$ cat config.mk
export PLATFORM = sky130hd
export DESIGN_NAME = timer_dev
export DESIGN_NICKNAME = d
export VERILOG_FILES = /design/src/rtl/timer_dev.sv
export SDC_FILE = /design/constraint.sdc
export NUM_CORES = 1
export LEC_CHECK = 0
export CAP_MARGIN = 10
export CORE_ASPECT_RATIO = 1.75
export CORE_MARGIN = 3
export CORE_UTILIZATION = 53
export DETAILED_ROUTE_END_ITERATION = 8
export PLACE_DENSITY = 0.93
export SLEW_MARGIN = 20
export SYNTH_ARGS = -nofsm -noshare
export SYNTH_HDL_FRONTEND = slang
export SYNTH_SLANG_ARGS = --single-unit
$ cat constraint.sdc
create_clock -name clk -period 4.7 [get_ports clk]
set_clock_uncertainty 0.2 [all_clocks]
set_input_delay 0.94 -clock clk [delete_from_list [all_inputs] [get_ports clk]]
set_output_delay 0.94 -clock clk [all_outputs]
set_load 0.01 [all_outputs]
$ cat src/rtl/timer_dev.sv
// Memory-mapped countdown timer behind the CPU bridge: CTRL/PRESET/COUNT registers plus a maskable interrupt.
// Optional macro TIMER_COUNT_WR_EN makes COUNT (addr 2) writable; without it, writes to addr 2 are ignored.
module timer_dev #(
  parameter int                 DATA_W     = 32,
  parameter logic [DATA_W-1:0]  PRESET_RST = '0
) (
  input  logic              clk,
  input  logic              reset,
  input  logic [1:0]        addr,
  input  logic              we,
  input  logic [DATA_W-1:0] din,
  output logic [DATA_W-1:0] dout,
  output logic              irq
);

  typedef enum logic [1:0] {
    ST_IDLE,
    ST_LOAD,
    ST_CNT,
    ST_INT
  } state_t;

  localparam logic [DATA_W-1:0] ONE = {{(DATA_W-1){1'b0}}, 1'b1};

  state_t            state_reg;
  logic [3:0]        ctrl_reg;
  logic [DATA_W-1:0] preset_reg;
  logic [DATA_W-1:0] count_reg;
  logic              irq_flag_reg;

  logic       en;
  logic [1:0] mode;
  logic       im;

  assign en   = ctrl_reg[0];
  assign mode = ctrl_reg[2:1];
  assign im   = ctrl_reg[3];

  // FSM and bus writes share one block; bus writes come last so they win any same-edge collision.
  always_ff @(posedge clk) begin
    if (reset) begin
      state_reg    <= ST_IDLE;
      ctrl_reg     <= 4'd0;
      preset_reg   <= PRESET_RST;
      count_reg    <= '0;
      irq_flag_reg <= 1'b0;
    end else begin
      case (state_reg)
        ST_IDLE: begin
          if (en) begin
            state_reg <= ST_LOAD;
          end
        end
        ST_LOAD: begin
          count_reg <= preset_reg;
          state_reg <= ST_CNT;
        end
        ST_CNT: begin
          if (!en) begin
            state_reg <= ST_IDLE;
          end else if (count_reg <= ONE) begin
            // Also catches a zero preset, so the count never wraps.
            count_reg    <= '0;
            irq_flag_reg <= 1'b1;
            state_reg    <= ST_INT;
          end else begin
            count_reg <= count_reg - ONE;
          end
        end
        ST_INT: begin
          if (mode == 2'b01) begin
            irq_flag_reg <= 1'b0;
            state_reg    <= ST_LOAD;
          end else begin
            ctrl_reg[0] <= 1'b0;
            state_reg   <= ST_IDLE;
          end
        end
        default: begin
          state_reg <= ST_IDLE;
        end
      endcase

      if (we) begin
        case (addr)
          2'd0: begin
            ctrl_reg     <= din[3:0];
            irq_flag_reg <= 1'b0;
          end
          2'd1: begin
            preset_reg <= din;
          end
`ifdef TIMER_COUNT_WR_EN
          2'd2: begin
            count_reg <= din;
          end
`endif
          default: begin
          end
        endcase
      end
    end
  end

  always_comb begin
    dout = '0;
    case (addr)
      2'd0:    dout = {{(DATA_W-4){1'b0}}, ctrl_reg};
      2'd1:    dout = preset_reg;
      2'd2:    dout = count_reg;
      default: dout = '0;
    endcase
  end

  assign irq = irq_flag_reg & im;

endmodule

==> reports/qor.yml, run 1 <==
period_needed_ns: 4.15
start_kind: "input port"
p_leak_nw: 1.65
setup_viol: 0
fp.dieW_um: 70.0
syn-num-nets: 535
die_area_mm2: 0.00825
drt_iter0_markers: 509
crit_slowest_cell: "clkdlybuf4s50_1"
worst_pin_slew_ns: 1.07
num_io_pins: 70
antenna_left: 0
syn_area_mm2: 0.00380
rr_startpoint: "count_reg[8]$_SDFFE_PP0P_"
crit_top_cell: "clkdlybuf4s50_1"
use_met2_pct: 45.9
pwr_density_cell_mw_per_mm2: 296
endpoint_kind: "output port"
post_drt_wl_per_cell_um: 17.7
cp_cell_sequence: "clkdlybuf4s50_1 > nor2b_2 > buf_4 > a22o_1 > clkdlybuf4s50_1"
hp-start: "preset_reg[10]$_SDFFE_PP0P_"
cp.arrival_ns: 3.01
crit_fanout: 16
via_count: 4115
std_cell_rows: 40
finalSetupTns_ns: 0
slew_headroom_pct: 28.5
cts_buffers: 9
synth_edf_count: 0
grt_max_degree: 61
status: "finished clean"
antennaDiodeCount: 0
yosys_register_bits: 71
crit_required_ns: 3.56
finalWorstSetupSlack_ns: 0.551
viasPerCell: 6.54
synthTopCellsByCount: "nand2_1 (94), dfxtp_1 (71), a21oi_1 (56)"
timing.hold.ws_ns: 0.277
area_growth_pct: 25.0
fmax_mhz: 241
holdPathEnd: "preset_reg[10]$_SDFFE_PP0P_"
grt_usage_pct: 27.0
cts_resized: 0
dp_hpwl_um: 7290
coreArea_mm2: 0.00691
die_h_um: 118
postCtsSetupRepairBufs: 0
synth_most_common_cell: "nand2_1"
synthCells: 496
seq_area_frac_synth_pct: 37.4
dr.pass1.iters: 5
drive_gt1_share_pct: 6.06
drv_cap: 0
grt_pass1_vias: 3858
nNetsFinal: 580
worstSetupPathType: "in2out"
worstHoldPathCells: 2
cts_sinks: 71
period_share_pct: 88.3
place_area_mm2: 0.00448
gr-total-overflow: 0
stdcell_area_mm2: 0.00474
dp_worst_setup_slack_ns: 0.590
yosysUniqueCellTypes: 51
use_met3_pct: 5.98
synth_top_area_share_pct: 37.4
tritoncts: "done"
wl_um: 11100
grt.busiest_layer: "met2"
hold_viol_final: 0
ir_worst_vdd_v: 0.000266
r2r_cells: 6
hold_buffers: 0
antenna_found_initial: 0
synth_top_area_cell: "dfxtp_1"
drv_slew: 0
clkTransAtPathRegs_ns: 0.05
netlist_top_cells_area: "dfxtp_1 (37%), nand2_1 (9.3%), a21oi_1 (7.4%), a22o_1 (6.5%), clkbuf_1 (3.8%)"
start_util_pct: 55.0
holdCritPathClass: "reg2reg"
grt_util_met1_pct: 30.6
cts_max_level: 3
ys_warn_count: 0
rrSetupSlack_ns: 1.50
clockBufferDepth: 2
drc_errors: 0
ys.flop_type: "dfxtp_1"
port-buffer-count: 69
root_buffer: "clkbuf_16"
gp_congestion: 0.878
avgSynthCellArea_um2: 7.65
r2r_end: "count_reg[23]$_SDFFE_PP0P_"
cpPeakStageDelay_ns: 0.58
clock_latency_ns: 0.34
synth-async-reset-ratio_pct: 0
grt_pass1_wl_um: 18200
rsz0062_at_grt: "false"
cell usage in the layout (no fill, tap or decap), types with 7 or more instances in the layout:
master            n
a31oi_1           7
nand2_1          93
nor4_1           15
nor2_1           26
buf_4            10
o21ai_0          20
mux2i_1           7
dfxtp_1          71
a22o_1           28
clkdlybuf4s50_1  68
a32oi_1          13
nand3_1          12
nor3_1           19
a21oi_1          55
clkbuf_16         9
cell families after synthesis:
| group | count (synthesis) | share of synthesized area (%) |
|---|---|---|
| xor gates and xnor gates | 4 | 0.923 |
| buffers and inverters | 49 | 5.34 |
| muxes | 8 | 2.14 |
| DFF | 71 | 37.4 |
| adders and majority gates | 2 | 0.659 |
| AOI/OAI and AO/OA | 161 | 28.5 |
| and+or+nand+nor | 201 | 25.0 |
report_power, final:
part,internal [mW],switching [mW],total [mW]
logic,0.0748,0.0981,0.173
clock network,0.368,0.233,0.601
registers,0.616,0.0145,0.630
per-layer routing:
layer	wire length (µm)	share of wire, %
met3	836	7.5
met1	4230	38
met5	0	0
met2	5690	51
met4	359	3.2
through the flow:
stage / total power, mW / utilization [%] / cells
global route: 1.45 / 68.7 / 629
global placement: 0.805 / 64.9 / 614
floorplan: 0.740 / - / 496
finish: 1.40 / 68.7 / 629
detailed placement: 0.809 / 64.9 / 614
CTS: 1.41 / 68.7 / 629
layout make-up:
type / instances / area [µm²]
multi-input combinational: 376 / 2180
fill: 592 / 2160
sequential: 71 / 1420
timing repair buffer: 79 / 761
clock buffer: 14 / 254
tap: 84 / 105
inverter: 4 / 15.0
clock inverter: 1 / 5.00
worst max-delay path by stage:
stage | startpoint | end | slack, ns | cells past startpoint
finish | addr[1] | dout[22] | 0.55 | 5
global route | addr[1] | dout[11] | 0.50 | 5
CTS | addr[1] | dout[11] | 0.57 | 5
detailed placement | addr[1] | dout[11] | 0.59 | 5
global placement | addr[1] | dout[11] | 0.66 | 5
floorplan | addr[1] | dout[10] | 1.42 | 5
critical path: cells and delay by family:
kind | cells | cell delay [ns]
buf+inv | 3 | 1.44
simple gates | 1 | 0.44
compound gates | 1 | 0.18
(Power assumes the default switching activity.)
==> run 2: changes to the inputs <==
--- a/config.mk
+++ b/config.mk
@@ -5,6 +5,7 @@
 export SDC_FILE = /design/constraint.sdc
 export NUM_CORES = 1
 export LEC_CHECK = 0
+export ABC_AREA = 0
 export CAP_MARGIN = 10
 export CORE_ASPECT_RATIO = 1.75
 export CORE_MARGIN = 3
==> results of run 2 <==
The final DEF is identical to that of run 1; final timing and power are the same.
==> run 3: changes to the inputs <==
--- a/config.mk
+++ b/config.mk
@@ -6,7 +6,6 @@
 export NUM_CORES = 1
 export LEC_CHECK = 0
 export ABC_AREA = 0
-export CAP_MARGIN = 10
 export CORE_ASPECT_RATIO = 1.75
 export CORE_MARGIN = 3
 export CORE_UTILIZATION = 53
==> results of run 3 <==
The final DEF is identical to that of run 1; final timing and power are the same.
==> RTL edit 1, RTL diff (flow settings as in run 1) <==
Encoding of `state_t`: now Gray code (2 bits for 4 states).
--- a/src/rtl/timer_dev.sv
+++ b/src/rtl/timer_dev.sv
@@ -15,8 +15,8 @@
 
   typedef enum logic [1:0] {
-    ST_IDLE,
-    ST_LOAD,
-    ST_CNT,
-    ST_INT
+    ST_IDLE = 2'b00,
+    ST_LOAD = 2'b01,
+    ST_CNT  = 2'b11,
+    ST_INT  = 2'b10
   } state_t;
 
Behaviour: no difference found for any inputs over 4 cycles, from zero or initial values and one cycle with reset high; so few cycles prove little.
==> RTL edit 1 against run 1 <==
  * First-iteration DRC count is 7.7% higher
  * Sequential power hardly changed
  * Worst setup slack better by 0.13 ns
  * Total power up 13%
  * Count of clock-buffer cells in the layout shrank 5
  * Utilization rose by 0.48 points
  * Wire length rose by 14%
  * Fmax increased by 3.1%
  * Non-clock buffer count rose by 1
  * Sequential cell count unchanged
  * Critical endpoint is now dout[17]
  * Area after synthesis rose by 7.0%
  * Final area increased by 7.0%
  * Largest cell class unchanged
  * Largest power group is now the clock network
  * Via count grew 5.3%
==> RTL edit 1: results (changes against run 1) <==
status=completed; final non-filler cell total=655 (+4.1%); WL final=12.7 mm (+14%); Post-synth top cells=nand2_1, dfxtp_1, a21oi_1; Data arrival, critical path=2.88 ns (-0.13 ns); worst reg2reg path depth=5 (-1); number of global-route vias before repair=4050 (+5.0%); Post-Synthesis Cells=516 (+4.0%); RR Endpoint=count_reg[26]; Filler Cell Count=591 (-0.17%); R2R Setup Slk=1.63 ns (+0.13 ns); Sw Share=26.4% (+1.8 points); share of layout cells above drive strength 1=8.26% (+2.2 points); static leakage=1.84 nW (+11%); hold endpoint=preset_reg[19]; Detailed Place HPWL=8.76 mm (+20%); nonclk buf count=80 (+1.3%); worst ir drop on vdd=0.326 mV (+23%); worst reg2reg startpoint=count_reg[4]; P_comb=0.213 mW (+23%); met3 usage=3.96% (-2.0 points); Inverters=17 (+13); Iter 0 DRT Violations=548 (+7.7%); drt via density=6.61 (+1.1%); clock network share of area=6.36% (+0.90 points); Worst Max-Slew Pin Slew=1.09 ns (+0.0133 ns); Hold Path Origin=preset_reg[19]; Seq/Total Area, Yosys=35.0% (-2.5 points); total global-route track usage=29.1% (+2.1 points); Place WS=0.717 ns (+0.127 ns); #MultiIn Comb=385 (+2.4%); synth unique cells=62 (+22%); Hold Worst Slack=0.271 ns (-0.00587 ns); routing usage on met2=49.5% (+3.6 points); multi-input logic area=2390 um2 (+9.5%); Finished Cell Area=5070 um2 (+7.0%); Cells after DPL=639 (+4.1%); Met2 Routed Length=6.43 mm (+13%)
RTL edit 1: critical path: cells and delay by family:
family / cells / cell delay (ns)
buffers and inverters: 3 / 1.50
and+or+nand+nor: 1 / 0.25
AOI/OAI and AO/OA: 1 / 0.19
RTL edit 1: worst max path at each step:
stage	start	to	slack (ns)	cells past startpoint
floorplan	addr[1]	dout[13]	1.40	5
global placement	addr[0]	dout[0]	0.80	6
detailed placement	addr[1]	dout[24]	0.72	5
CTS	addr[1]	dout[17]	0.68	5
global route	addr[1]	dout[28]	0.59	5
finish	addr[1]	dout[17]	0.68	5
RTL edit 1: kinds of logic after synthesis:
family | count (synthesis) | synth area share [%]
adder cells (fa/ha/maj) | 2 | 0.616
multiplexers | 8 | 1.97
buffers and inverters | 60 | 6.37
AND/OR/NAND/NOR | 216 | 28.9
flip-flops | 71 | 35.0
XOR/XNOR | 3 | 0.647
AO/OA/AOI/OAI | 156 | 26.5
==> RTL edit 2, RTL diff (settings of run 1) <==
Made on the original files. Change the parameter `DATA_W` from 32 to 36.
--- a/src/rtl/timer_dev.sv
+++ b/src/rtl/timer_dev.sv
@@ -2,5 +2,5 @@
 // Optional macro TIMER_COUNT_WR_EN makes COUNT (addr 2) writable; without it, writes to addr 2 are ignored.
 module timer_dev #(
-  parameter int                 DATA_W     = 32,
+  parameter int                 DATA_W     = 36,
   parameter logic [DATA_W-1:0]  PRESET_RST = '0
 ) (
Ports: changed (resized din and dout); port bits go from 70 to 78. No check against the original RTL was run, so the function may have changed too.
==> RTL edit 2 against run 1 <==
  * Critical path type unchanged
  * Wire length grew 26%
  * Combinational power grew 94%
  * Sequential cell count grew 8
  * Critical endpoint is now dout[10]
  * Worst hold slack lost 0.0038 ns
  * Area after synthesis grew 21%
  * Worst setup slack gained 0.12 ns
  * Total power grew 20%
  * Final area grew 18%
==> RTL edit 2: results (changes against run 1) <==
R2R Setup Slk=1.59 ns (+0.09 ns); Data arrival, critical path=2.89 ns (-0.12 ns); worst ir drop on vdd=0.243 mV (-8.5%); post-synthesis compound-gate area fraction=30.0% (+1.4 points); Clock transition at path regs=0.05 ns (about the same); Post-synth top cells=nand2_1, dfxtp_1, a21oi_1; pin count of the biggest net entering global routing=62 (+1.6%); total global-route track usage=28.7% (+1.7 points); TritonCTS Buffers=9 (unchanged); share of layout cells above drive strength 1=6.71% (+0.65 points); Met2 Routed Length=6.94 mm (+22%); worst reg2reg path depth=5 (-1); Port Buffers=77 (+12%); post-synthesis mux area share=1.77% (-0.37 points); via count=4971 (+21%); Final nets=681 (+17%); Seq/Total Area, Yosys=34.4% (-3.0 points); max_slew headroom=30.8% (+2.3 points); wire length on met3=1.18 mm (+41%); WL final=14.0 mm (+26%); top cells by area, synth=dfxtp_1, nand2_1, a21oi_1, a22o_1, o21ai_0; worst reg2reg startpoint=count_reg[31]; post-synthesis adder-cell area fraction=0.545% (-0.11 points); Net Count, Synth=640 (+20%); worst-path maximum fanout=17 (+1); Hold Path Origin=preset_reg[0]; RR Endpoint=count_reg[33]; synth unique cells=59 (+16%); number of global-route vias before repair=4807 (+25%); first-pass iteration count of the detailed router=7 (+2); hold endpoint=preset_reg[0]; status=completed; Detailed Place HPWL=9.56 mm (+31%); Metal-1 WL=5.29 mm (+25%); Iter 0 DRT Violations=623 (+22%); Routability Congestion=0.929 (+5.8%); first-pass GRT wire length=23.0 mm (+26%); xor and xnor area share after synthesis=1.53% (+0.60 points); static leakage=1.93 nW (+17%)
## RTL edit 2: critical path, stage by stage
cell and delay (ns):
clkdlybuf4s50_1 0.68, nor2b_2 0.25, buf_4 0.26, a22o_1 0.19, clkdlybuf4s50_1 0.56
## RTL edit 2: cells by family after synthesis
kind of cell / after synthesis
AO/OA/AOI/OAI: 208
XOR/XNOR: 8
adder cells (fa/ha/maj): 2
buffers and inverters: 67
flip-flops: 79
multiplexers: 8
AND/OR/NAND/NOR: 225
## RTL edit 2: routing by layer
metal,global-route usage (%),up-vias
met2,49.6,275
met4,16.8,0
met3,5.35,64
met1,33.1,2352
met5,0,-
li1,-,2280
## RTL edit 2: worst max-delay path by stage
stage	to	cells past startpoint
2_1_floorplan	dout[10]	5
4_1_cts	dout[10]	5
6_report	dout[10]	5
3_5_place_dp	dout[10]	5
3_3_place_gp	dout[10]	5
5_1_grt	dout[31]	5
## RTL edit 2: cell type report
cell class,count,area [um2]
clock buffers,13,260
clock inverters,1,5.00
fillers,696,2750
inverters,9,33.8
multi-input cells,451,2740
flip-flops and latches,79,1580
well taps,115,144
repair buffers,88,851
## RTL edit 2: stage by stage
stage                     hold slack [ns]  total power [mW]  worst slack [ns]  std cells  instance area, um2
after detailed placement            0.263              1.05             0.687        742                5350
after global routing                0.288              1.76             0.592        756                5620
after floorplan                     0.246             0.947              1.51        597                4590
after CTS                           0.271              1.68             0.685        756                5620
final                               0.273              1.69             0.669        756                5620
after global placement              0.260              1.05             0.754        742                5350
## RTL edit 2: where the power goes
group          total, mW  switching [mW]  internal [mW]
clock network      0.638           0.258          0.380
registers          0.715          0.0256          0.689
logic              0.336           0.202          0.134
